**config.mk**
```make
export PLATFORM = sky130hd
export DESIGN_NAME = nonce_tx_queue
export DESIGN_NICKNAME = d
export VERILOG_FILES = /design/src/rtl/nonce_q_pkg.sv /design/src/rtl/nonce_fifo_mem.sv /design/src/rtl/nonce_tx_queue.sv
export SDC_FILE = /design/constraint.sdc
export NUM_CORES = 1
export LEC_CHECK = 0
export CAP_MARGIN = 40
export CORE_UTILIZATION = 40
export DETAILED_ROUTE_END_ITERATION = 6
export GPL_TIMING_DRIVEN = 0
export PLACE_DENSITY_LB_ADDON = 0.2
export SLEW_MARGIN = 20
export SYNTH_ARGS = -nofsm -noshare
export SYNTH_HDL_FRONTEND = slang
export SYNTH_HIERARCHICAL = 1
export SYNTH_SLANG_ARGS = --single-unit
```
**constraint.sdc**
```tcl
create_clock -name clk -period 5.45 [get_ports clk]
set_input_delay 1.635 -clock clk [delete_from_list [all_inputs] [get_ports clk]]
set_output_delay 1.635 -clock clk [all_outputs]
set_load 0.01 [all_outputs]
```
**src/rtl/nonce_q_pkg.sv**
```systemverilog
// Shared types and widths for the golden-nonce transmit queue.
// Used by nonce_fifo_mem and nonce_tx_queue.
package nonce_q_pkg;

  localparam int NONCE_W = 32;
  localparam int OVF_W   = 8;

  typedef enum logic [1:0] {
    IDLE      = 2'd0,
    SEND      = 2'd1,
    WAIT_ACK  = 2'd2,
    WAIT_DONE = 2'd3
  } drain_e;

  function automatic logic [OVF_W-1:0] sat_inc(
    input logic [OVF_W-1:0] v
  );
    return (&v) ? v : v + 1'b1;
  endfunction

endpackage

```
**src/rtl/nonce_fifo_mem.sv**
```systemverilog
// Nonce FIFO storage: wrapping pointers, explicit level, registered full.
// Flush collapses the write pointer onto the read pointer.
module nonce_fifo_mem
  import nonce_q_pkg::*;
#(
  parameter int DEPTH_LOG2 = 3
) (
  input  logic                  clk,
  input  logic                  reset,
  input  logic                  push_i,
  input  logic                  pop_i,
  input  logic                  flush_i,
  input  logic [NONCE_W-1:0]    wdata_i,
  output logic [NONCE_W-1:0]    rdata_o,
  output logic [DEPTH_LOG2:0]   level_o,
  output logic                  full_o,
  output logic                  empty_o
);

  localparam int DEPTH = 1 << DEPTH_LOG2;
  localparam int LVL_W = DEPTH_LOG2 + 1;

  logic [NONCE_W-1:0]    mem_q [DEPTH];
  logic [DEPTH_LOG2-1:0] wptr_q, wptr_d;
  logic [DEPTH_LOG2-1:0] rptr_q, rptr_d;
  logic [LVL_W-1:0]      level_q, level_d;
  logic                  full_q, full_d;

  always_comb begin
    wptr_d  = wptr_q;
    rptr_d  = rptr_q;
    level_d = level_q;
    if (flush_i) begin
      wptr_d  = rptr_q;
      level_d = '0;
    end else begin
      if (push_i) wptr_d = wptr_q + 1'b1;
      if (pop_i)  rptr_d = rptr_q + 1'b1;
      unique case ({push_i, pop_i})
        2'b10:   level_d = level_q + 1'b1;
        2'b01:   level_d = level_q - 1'b1;
        default: level_d = level_q;
      endcase
    end
    full_d = (level_d == LVL_W'(DEPTH));
  end

  always_ff @(posedge clk or posedge reset) begin
    if (reset) begin
      wptr_q  <= '0;
      rptr_q  <= '0;
      level_q <= '0;
      full_q  <= 1'b0;
    end else begin
      wptr_q  <= wptr_d;
      rptr_q  <= rptr_d;
      level_q <= level_d;
      full_q  <= full_d;
    end
  end

  // Contents need no reset; level gates every read.
  always_ff @(posedge clk) begin
    if (push_i && !flush_i) mem_q[wptr_q] <= wdata_i;
  end

  assign rdata_o = mem_q[rptr_q];
  assign level_o = level_q;
  assign full_o  = full_q;
  assign empty_o = (level_q == '0);

endmodule

```
**src/rtl/nonce_tx_queue.sv**
```systemverilog
// Queues golden nonces from hub_core and drains them to serial_transmit.
// Optional NONCE_DEDUP_EN drops a strobe repeating the last accepted nonce.
module nonce_tx_queue
  import nonce_q_pkg::*;
#(
  parameter int DEPTH_LOG2  = 3,
  parameter int ACK_TIMEOUT = 15
) (
  input  logic                clk,
  input  logic                reset,
  input  logic [NONCE_W-1:0]  in_nonce,
  input  logic                in_send,
  output logic                in_busy,
  input  logic                flush,
  output logic [NONCE_W-1:0]  tx_word,
  output logic                tx_send,
  input  logic                tx_busy,
  output logic [DEPTH_LOG2:0] level,
  output logic [OVF_W-1:0]    overflow_cnt
);

  localparam int TMR_W = $clog2(ACK_TIMEOUT + 1);

  drain_e             state_q, state_d;
  logic [TMR_W-1:0]   timer_q, timer_d;
  logic [NONCE_W-1:0] word_q, word_d;
  logic               skip_q, skip_d;
  logic [OVF_W-1:0]   ovf_q;

  logic               full, empty, push, pop, dup, ovf_hit;
  logic [NONCE_W-1:0] head;

`ifdef NONCE_DEDUP_EN
  logic [NONCE_W-1:0] last_q;
  logic               last_vld_q;

  assign dup = last_vld_q && (in_nonce == last_q);

  always_ff @(posedge clk or posedge reset) begin
    if (reset) begin
      last_q     <= '0;
      last_vld_q <= 1'b0;
    end else if (flush) begin
      last_q     <= '0;
      last_vld_q <= 1'b0;
    end else if (push) begin
      last_q     <= in_nonce;
      last_vld_q <= 1'b1;
    end
  end
`else
  assign dup = 1'b0;
`endif

  // A pop frees the slot the same cycle, so a full queue still accepts.
  assign pop     = (state_q == WAIT_DONE) && !tx_busy && !skip_q && !flush;
  assign push    = in_send && !flush && !dup && (!full || pop);
  assign ovf_hit = in_send && !flush && !dup && full && !pop;

  nonce_fifo_mem #(
    .DEPTH_LOG2 (DEPTH_LOG2)
  ) u_mem (
    .clk     (clk),
    .reset   (reset),
    .push_i  (push),
    .pop_i   (pop),
    .flush_i (flush),
    .wdata_i (in_nonce),
    .rdata_o (head),
    .level_o (level),
    .full_o  (full),
    .empty_o (empty)
  );

  always_comb begin
    state_d = state_q;
    timer_d = timer_q;
    word_d  = word_q;
    skip_d  = skip_q;
    tx_send = 1'b0;
    unique case (state_q)
      IDLE: begin
        skip_d = 1'b0;
        if (!empty && !tx_busy && !flush) begin
          word_d  = head;
          state_d = SEND;
        end
      end
      SEND: begin
        tx_send = 1'b1;
        timer_d = '0;
        state_d = WAIT_ACK;
      end
      WAIT_ACK: begin
        if (tx_busy) begin
          state_d = WAIT_DONE;
        end else if (timer_q == TMR_W'(ACK_TIMEOUT)) begin
          state_d = IDLE;
        end else begin
          timer_d = timer_q + 1'b1;
        end
      end
      WAIT_DONE: begin
        if (!tx_busy) state_d = IDLE;
      end
      default: state_d = IDLE;
    endcase
    // The in-flight word left the queue with the flush; never pop it.
    if (flush && state_q != IDLE) skip_d = 1'b1;
  end

  always_ff @(posedge clk or posedge reset) begin
    if (reset) begin
      state_q <= IDLE;
      timer_q <= '0;
      word_q  <= '0;
      skip_q  <= 1'b0;
      ovf_q   <= '0;
    end else begin
      state_q <= state_d;
      timer_q <= timer_d;
      word_q  <= word_d;
      skip_q  <= skip_d;
      if (ovf_hit) ovf_q <= sat_inc(ovf_q);
    end
  end

  assign tx_word      = word_q;
  assign in_busy      = full;
  assign overflow_cnt = ovf_q;

endmodule

```
# Yosys cells after proc, flatten, opt, wreduce, memory -nomap -nowiden
# Memories as Yosys holds them, arrays and structs flattened. A register that Yosys moved wholly into a read port is not among the register bits.
# Index checks and enable logic that the tools add are counted.
# classes
addsub	6
eq_ne	12
mux	17
n_bitwise	2
reduce_logical	30
# op_table
operator	count
4-bit one-hot mux with 2 select lines	2
4-bit 2-to-1 mux	3
1-bit logical AND	11
4-bit by 1-bit adder with 4-bit output, second input constant	2
8-bit by 1-bit adder with 8-bit output, second input constant	1
4-bit equality test, second input constant	2
2-bit 2-to-1 mux	4
2-bit != test, second input constant	4
2-bit one-hot mux with 4 select lines	1
8-bit AND reduction	1
2-bit nonzero test	4
3-bit by 1-bit adder with 3-bit output, second input constant	2
2-bit equality test, second input constant	3
1-bit zero test	6
3-bit 2-to-1 mux	2
2-bit AND reduction	3
3-bit AND reduction	2
1-bit 2-to-1 mux	5
2-bit by 1-bit equality test with 1-bit output, second input constant	2
4-bit zero test	1
4-bit by 1-bit subtractor with 4-bit output, second input constant	1
3-bit != test, second input constant	1
2-bit zero test	1
1-bit NOT	2
1-bit logical OR	1
# totals
regBits	26
ramBits	256
inputBits	37
elab_cells	76
memories	1
# mem_list
name	depth	width	rd	rd_ports_with_merged_regs	wr	line_no	text
u_mem.mem_q	8	32	1	1	1	nonce_fifo_mem.sv:23	logic [NONCE_W-1:0] mem_q [DEPTH];

# Longest topological paths before layout
# logic_depth
word_depth	10
depth_mapped	12

# By module
# Netlist, hierarchy kept.
# modules_own_cells
mod	n_inst	cells_per_inst	area_per_inst_um2	seq_area_each_um2
nonce_fifo_mem	1	447	10304.9	7962.6
nonce_tx_queue	1	149	1998.2	1176.1

# Worst setup path before layout
# OpenSTA, ideal clock, no wires.
# synth_path
path_kind	in2reg
from	input tx_busy
to	memory u_mem.mem_q[0][0] (enable)
setup_ns	0.502
t_arrival_ns	5.554
slack_ns	-0.606
stages	4
n_path_buf	0
cell_sequence	nor4_1 -> o21a_1 -> nand2b_1 -> nor4_1
# synth_between
elab_chain_cells	9
# synth_rtl
item	line_no	text
start, declared	nonce_tx_queue.sv:17	input logic tx_busy,
1-bit zero test	n/a	
1-bit logical AND (3 in series)	nonce_tx_queue.sv:56	assign pop = (state_q == WAIT_DONE) && !tx_busy && !skip_q && !flush;
1-bit logical OR	nonce_tx_queue.sv:57	assign push = in_send && !flush && !dup && (!full || pop);
1-bit logical AND	nonce_tx_queue.sv:57	
named net push	nonce_tx_queue.sv:30	logic full, empty, push, pop, dup, ovf_hit;
1-bit logical AND	nonce_fifo_mem.sv:64	if (push_i && !flush_i) mem_q[wptr_q] <= wdata_i;
1-bit 2-to-1 mux	nonce_fifo_mem.sv:64	
1-bit 2-to-1 mux (not written as such)	nonce_fifo_mem.sv:64	
end, declared	nonce_fifo_mem.sv:23	
# The timed path passes the listed nets, and every way through them passes these cells.

# Final worst setup path
# layout_path
from	input flush
to	memory u_mem.mem_q[0][6] (enable)
# layout_between
elab_chain_cells	7
# layout_rtl
item	line_no	text
start, declared	nonce_tx_queue.sv:14	input logic flush,
1-bit zero test	nonce_tx_queue.sv:56	
1-bit logical AND	nonce_tx_queue.sv:56	
named net pop	nonce_tx_queue.sv:30	
1-bit logical OR	nonce_tx_queue.sv:57	
1-bit logical AND	nonce_tx_queue.sv:57	
named net push	nonce_tx_queue.sv:30	
1-bit logical AND	nonce_fifo_mem.sv:64	
1-bit 2-to-1 mux	nonce_fifo_mem.sv:64	
1-bit 2-to-1 mux (not written as such)	nonce_fifo_mem.sv:64	
# The timed path passes the listed nets, and every way through them passes these cells.

==> run_results.csv <==
group,metric,value,unit
timing,skew,0.0174,ns
place,io_buffers,82,
place,dp.cells,1082,
logic_synthesis,yosysWarnings,6,
timing,fin_crit_sh,0.818,
critical_path,slowest_delay,0.66,ns
critical_path,crit_required,5.67,ns
critical_path,setup.worst_path.end_class,"flip-flop",
clock_network,cts_buffers,34,
critical_path,reg2reg_slack,2.31,ns
clock_network,cts-resized-gates,0,
finish,instances_no_fill,1147,
floorplanning,die-width,177,um
critical_path,path_depth,8,
drt,vias_per_cell,5.27,
critical_path,worstPathArrival,4.68,ns
logic_synthesis,syn_area,12300,sq um
clock_network,clock_sinks,314,
finish,drive_gt1_frac,0.300,
floorplanning,num_rows,63,
drt,ant_nets,0,
critical_path,critPathLaunch,"flush",
global_route,grt_pass1_wl,38900,um
timing,fmax,0.224,GHz
clock_network,cts_tree,"done",
floorplanning,fp.dieArea,31500,sq um
floorplanning,start_util,0.411,
clock_network,cts_max_path_buffers,3,
drt,drtIter0Drc,329,
finish,final_core_util,0.505,
finish,area_growth_syn_to_layout,22.8,%
floorplanning,fp.coreArea,30000,sq um
finish,layout_common_cells,"edfxtp_1, clkdlybuf4s50_1, mux2_2",
finish,seq_area,9140,sq um
finish,multi_input_area,3030,sq um
drt,first_pass_iters,5,
logic_synthesis,synth-seq-cells,314,
timing,maxSlewViolCount,0,
critical_path,critical-path-top-delay-family,"simple AND/OR/NAND/NOR gates",
finish,nets,774,
critical_path,r2r_start,"state_q[1]",
clock_network,cts_hold_buf,0,
timing,rsz0062_at_grt,"no",
clock_network,cts-root-buf,"clkbuf_16",
global_route,grt_pass1_vias,6463,
floorplanning,io_pins,83,
power_and_ir_drop,ir_worst_vdd,0.000178,V
timing,fin_crit,4.46,ns
drt,drc,0,
critical_path,crit_path_max_fanout,9,
clock_network,clk_latency,0.52,ns
clock_network,h-tree-depth,2,
place,hpwl,15900,um
critical_path,r2r_cells,9,
global_route,grt_use_total,0.170,
finish,final_common_cell,"edfxtp_1",
power_and_ir_drop,p_per_area,444,nW/um^2
power_and_ir_drop,power.leakage,5.11,nW
clock_network,post_cts_buffers,0,
timing,setup_viol,0,
global_route,grt-ovfl-total,0,
status,status,"finished clean",
critical_path,start_kind,"input pin",
finish,fillCellCount,2399,
floorplanning,die_h,177,um
clock_network,clk_pin_slew_worst_paths,0.06,ns
logic_synthesis,ys_seq_area_frac,0.743,
timing,tightest_slew,0.800,ns
timing,slew_headroom,0.466,
timing,hold_viol_final,0,
logic_synthesis,yosys.cell_types.count,46,
min_path,hold_path.class,"flip-flop to flip-flop",
drt,wire_per_inst,22.2,um
run,cap_violations,0,
global_route,antenna_found_initial,1,
critical_path,reg2reg_to,"u_mem/mem_q[0][6]",
critical_path,slowest_stage,"nor4_1",
critical_path,path_buf_inv,4,
logic_synthesis,synth_nets,640,
critical_path,path_common_cell,"buf_6",
logic_synthesis,syn_area_per_cell,20.6,sq um
critical_path,cp_cell_sequence,"clkdlybuf4s50_1 > nor4_1 > o21a_1 > nand2b_1 > nor4_4 > buf_6 > buf_6 > buf_8",
global_route,grt_max_degree,48,
logic_synthesis,netlist_instances,596,
critical_path,path_class,"input pin to flip-flop",
drt,vias,6043,
critical_path,endpoint,"u_mem/mem_q[0][6]",
drt,routed_wl,25500,um
place,gp_congestion,0.791,
## kinds of logic (layout without fill, tap and decap cells)
logic type / after synthesis / in the layout / synth area share
muxes: 137 / 137 / 0.183
other: 0 / 1 / 0
xor gates and xnor gates: 10 / 10 / 0.00712
and+or+nand+nor: 66 / 66 / 0.0285
AOI/OAI and AO/OA: 25 / 25 / 0.0139
DFF: 314 / 314 / 0.743
adders and majority gates: 7 / 7 / 0.00712
buffers and inverters: 37 / 197 / 0.0171
## worst reg2reg max path: stages (launching register included)
cell and delay, ns:
dfrtp_1 0.32, buf_2 0.20, nand2_1 0.07, nor4_1 0.52
o21a_1 0.35, nand2b_1 0.29, nor4_4 0.54, buf_6 0.25
buf_6 0.18, buf_8 0.16
## layer usage
metal	GRT usage	up-vias	wire, um
met5	0	-	0
met2	0.286	122	12700
li1	-	2680	-
met4	0.0506	0	456
met1	0.227	3209	11400
met3	0.0298	32	994
## state kept, by name, indices dropped and copies added, names as in the netlist
signal and cells:
u_mem/full_o 1, timer_q 4, u_mem/mem_q 256, u_mem/level_o 4, u_mem/wptr_q 3, skip_q 1
tx_word 32, state_q 2, u_mem/rptr_q 3, overflow_cnt 8
## final cells by class
type                    count  share of cell area
multi-input cells         245               0.200
flip-flops and latches    314               0.605
well taps                 390              0.0323
plain buffers              25              0.0109
clock inverters            16              0.0123
repair buffers             98              0.0720
clock buffers              46              0.0640
inverters                  12             0.00315
diodes                      1            0.000166
## how the worst min path moves through the flow
stage,start,end,slack (ns),depth (start not counted)
floorplan,skip_q,skip_q,0.48,1
global placement,tx_word[9],tx_word[9],0.47,1
detailed placement,tx_word[9],tx_word[9],0.49,1
CTS,tx_word[9],tx_word[9],0.51,1
global route,tx_word[7],tx_word[7],0.52,1
finish,tx_word[17],tx_word[17],0.50,1
## through the flow
step                      setup TNS [ns]  hold WS [ns]  power, mW  setup WS [ns]  area, sq um
after CTS                              0         0.507       6.81          0.930        15100
after global placement           -420.31         0.474       4.42          -2.37        13600
final                                  0         0.502       6.71          0.990        15100
after floorplan                        0         0.475       3.89          0.744        12300
after detailed placement               0         0.487       4.48          0.366        13900
after global routing                   0         0.520       7.01          0.756        15100
## report_power, final
part           total (mW)  internal, mW  switching [mW]
logic                1.48         0.853           0.630
clock network        2.31          1.40           0.910
registers            2.91          2.79           0.121
## cell usage after synthesis, drive strengths merged
library cell | n | area share
nor2b | 3 | 0.0015
o21ai | 7 | 0.0028
nand2b | 1 | 0.00051
nand3b | 1 | 0.00061
nand3 | 9 | 0.0037
o22a | 1 | 0.00071
a2111o | 1 | 0.00092
o21a | 1 | 0.00061
mux2i | 5 | 0.0041
nor2 | 16 | 0.0049
xor2 | 6 | 0.0043
or2b | 1 | 0.00061
and2 | 1 | 0.00051
a21o | 2 | 0.0012
o2111ai | 1 | 0.00071
nor4b | 1 | 0.0019
ha | 7 | 0.0071
nor3 | 5 | 0.0020
a21oi | 6 | 0.0024
clkbuf | 9 | 0.0027
nand4bb | 1 | 0.00092
buf | 16 | 0.011
edfxtp | 256 | 0.62
nand4 | 3 | 0.0015
o211ai | 1 | 0.00061
a31oi | 1 | 0.00051
or3b | 1 | 0.00071
nor4 | 4 | 0.0020
a211o | 1 | 0.00071
or3 | 1 | 0.00051
inv | 12 | 0.0037
nor3b | 2 | 0.0012
mux2 | 68 | 0.062
a31o | 1 | 0.00071
dfrtp | 58 | 0.12
xnor2 | 4 | 0.0028
o2111a | 1 | 0.00092
nand2 | 15 | 0.0046
and3b | 1 | 0.00071
a211oi | 1 | 0.0010
mux4 | 64 | 0.12
(Power assumes the default switching activity.)
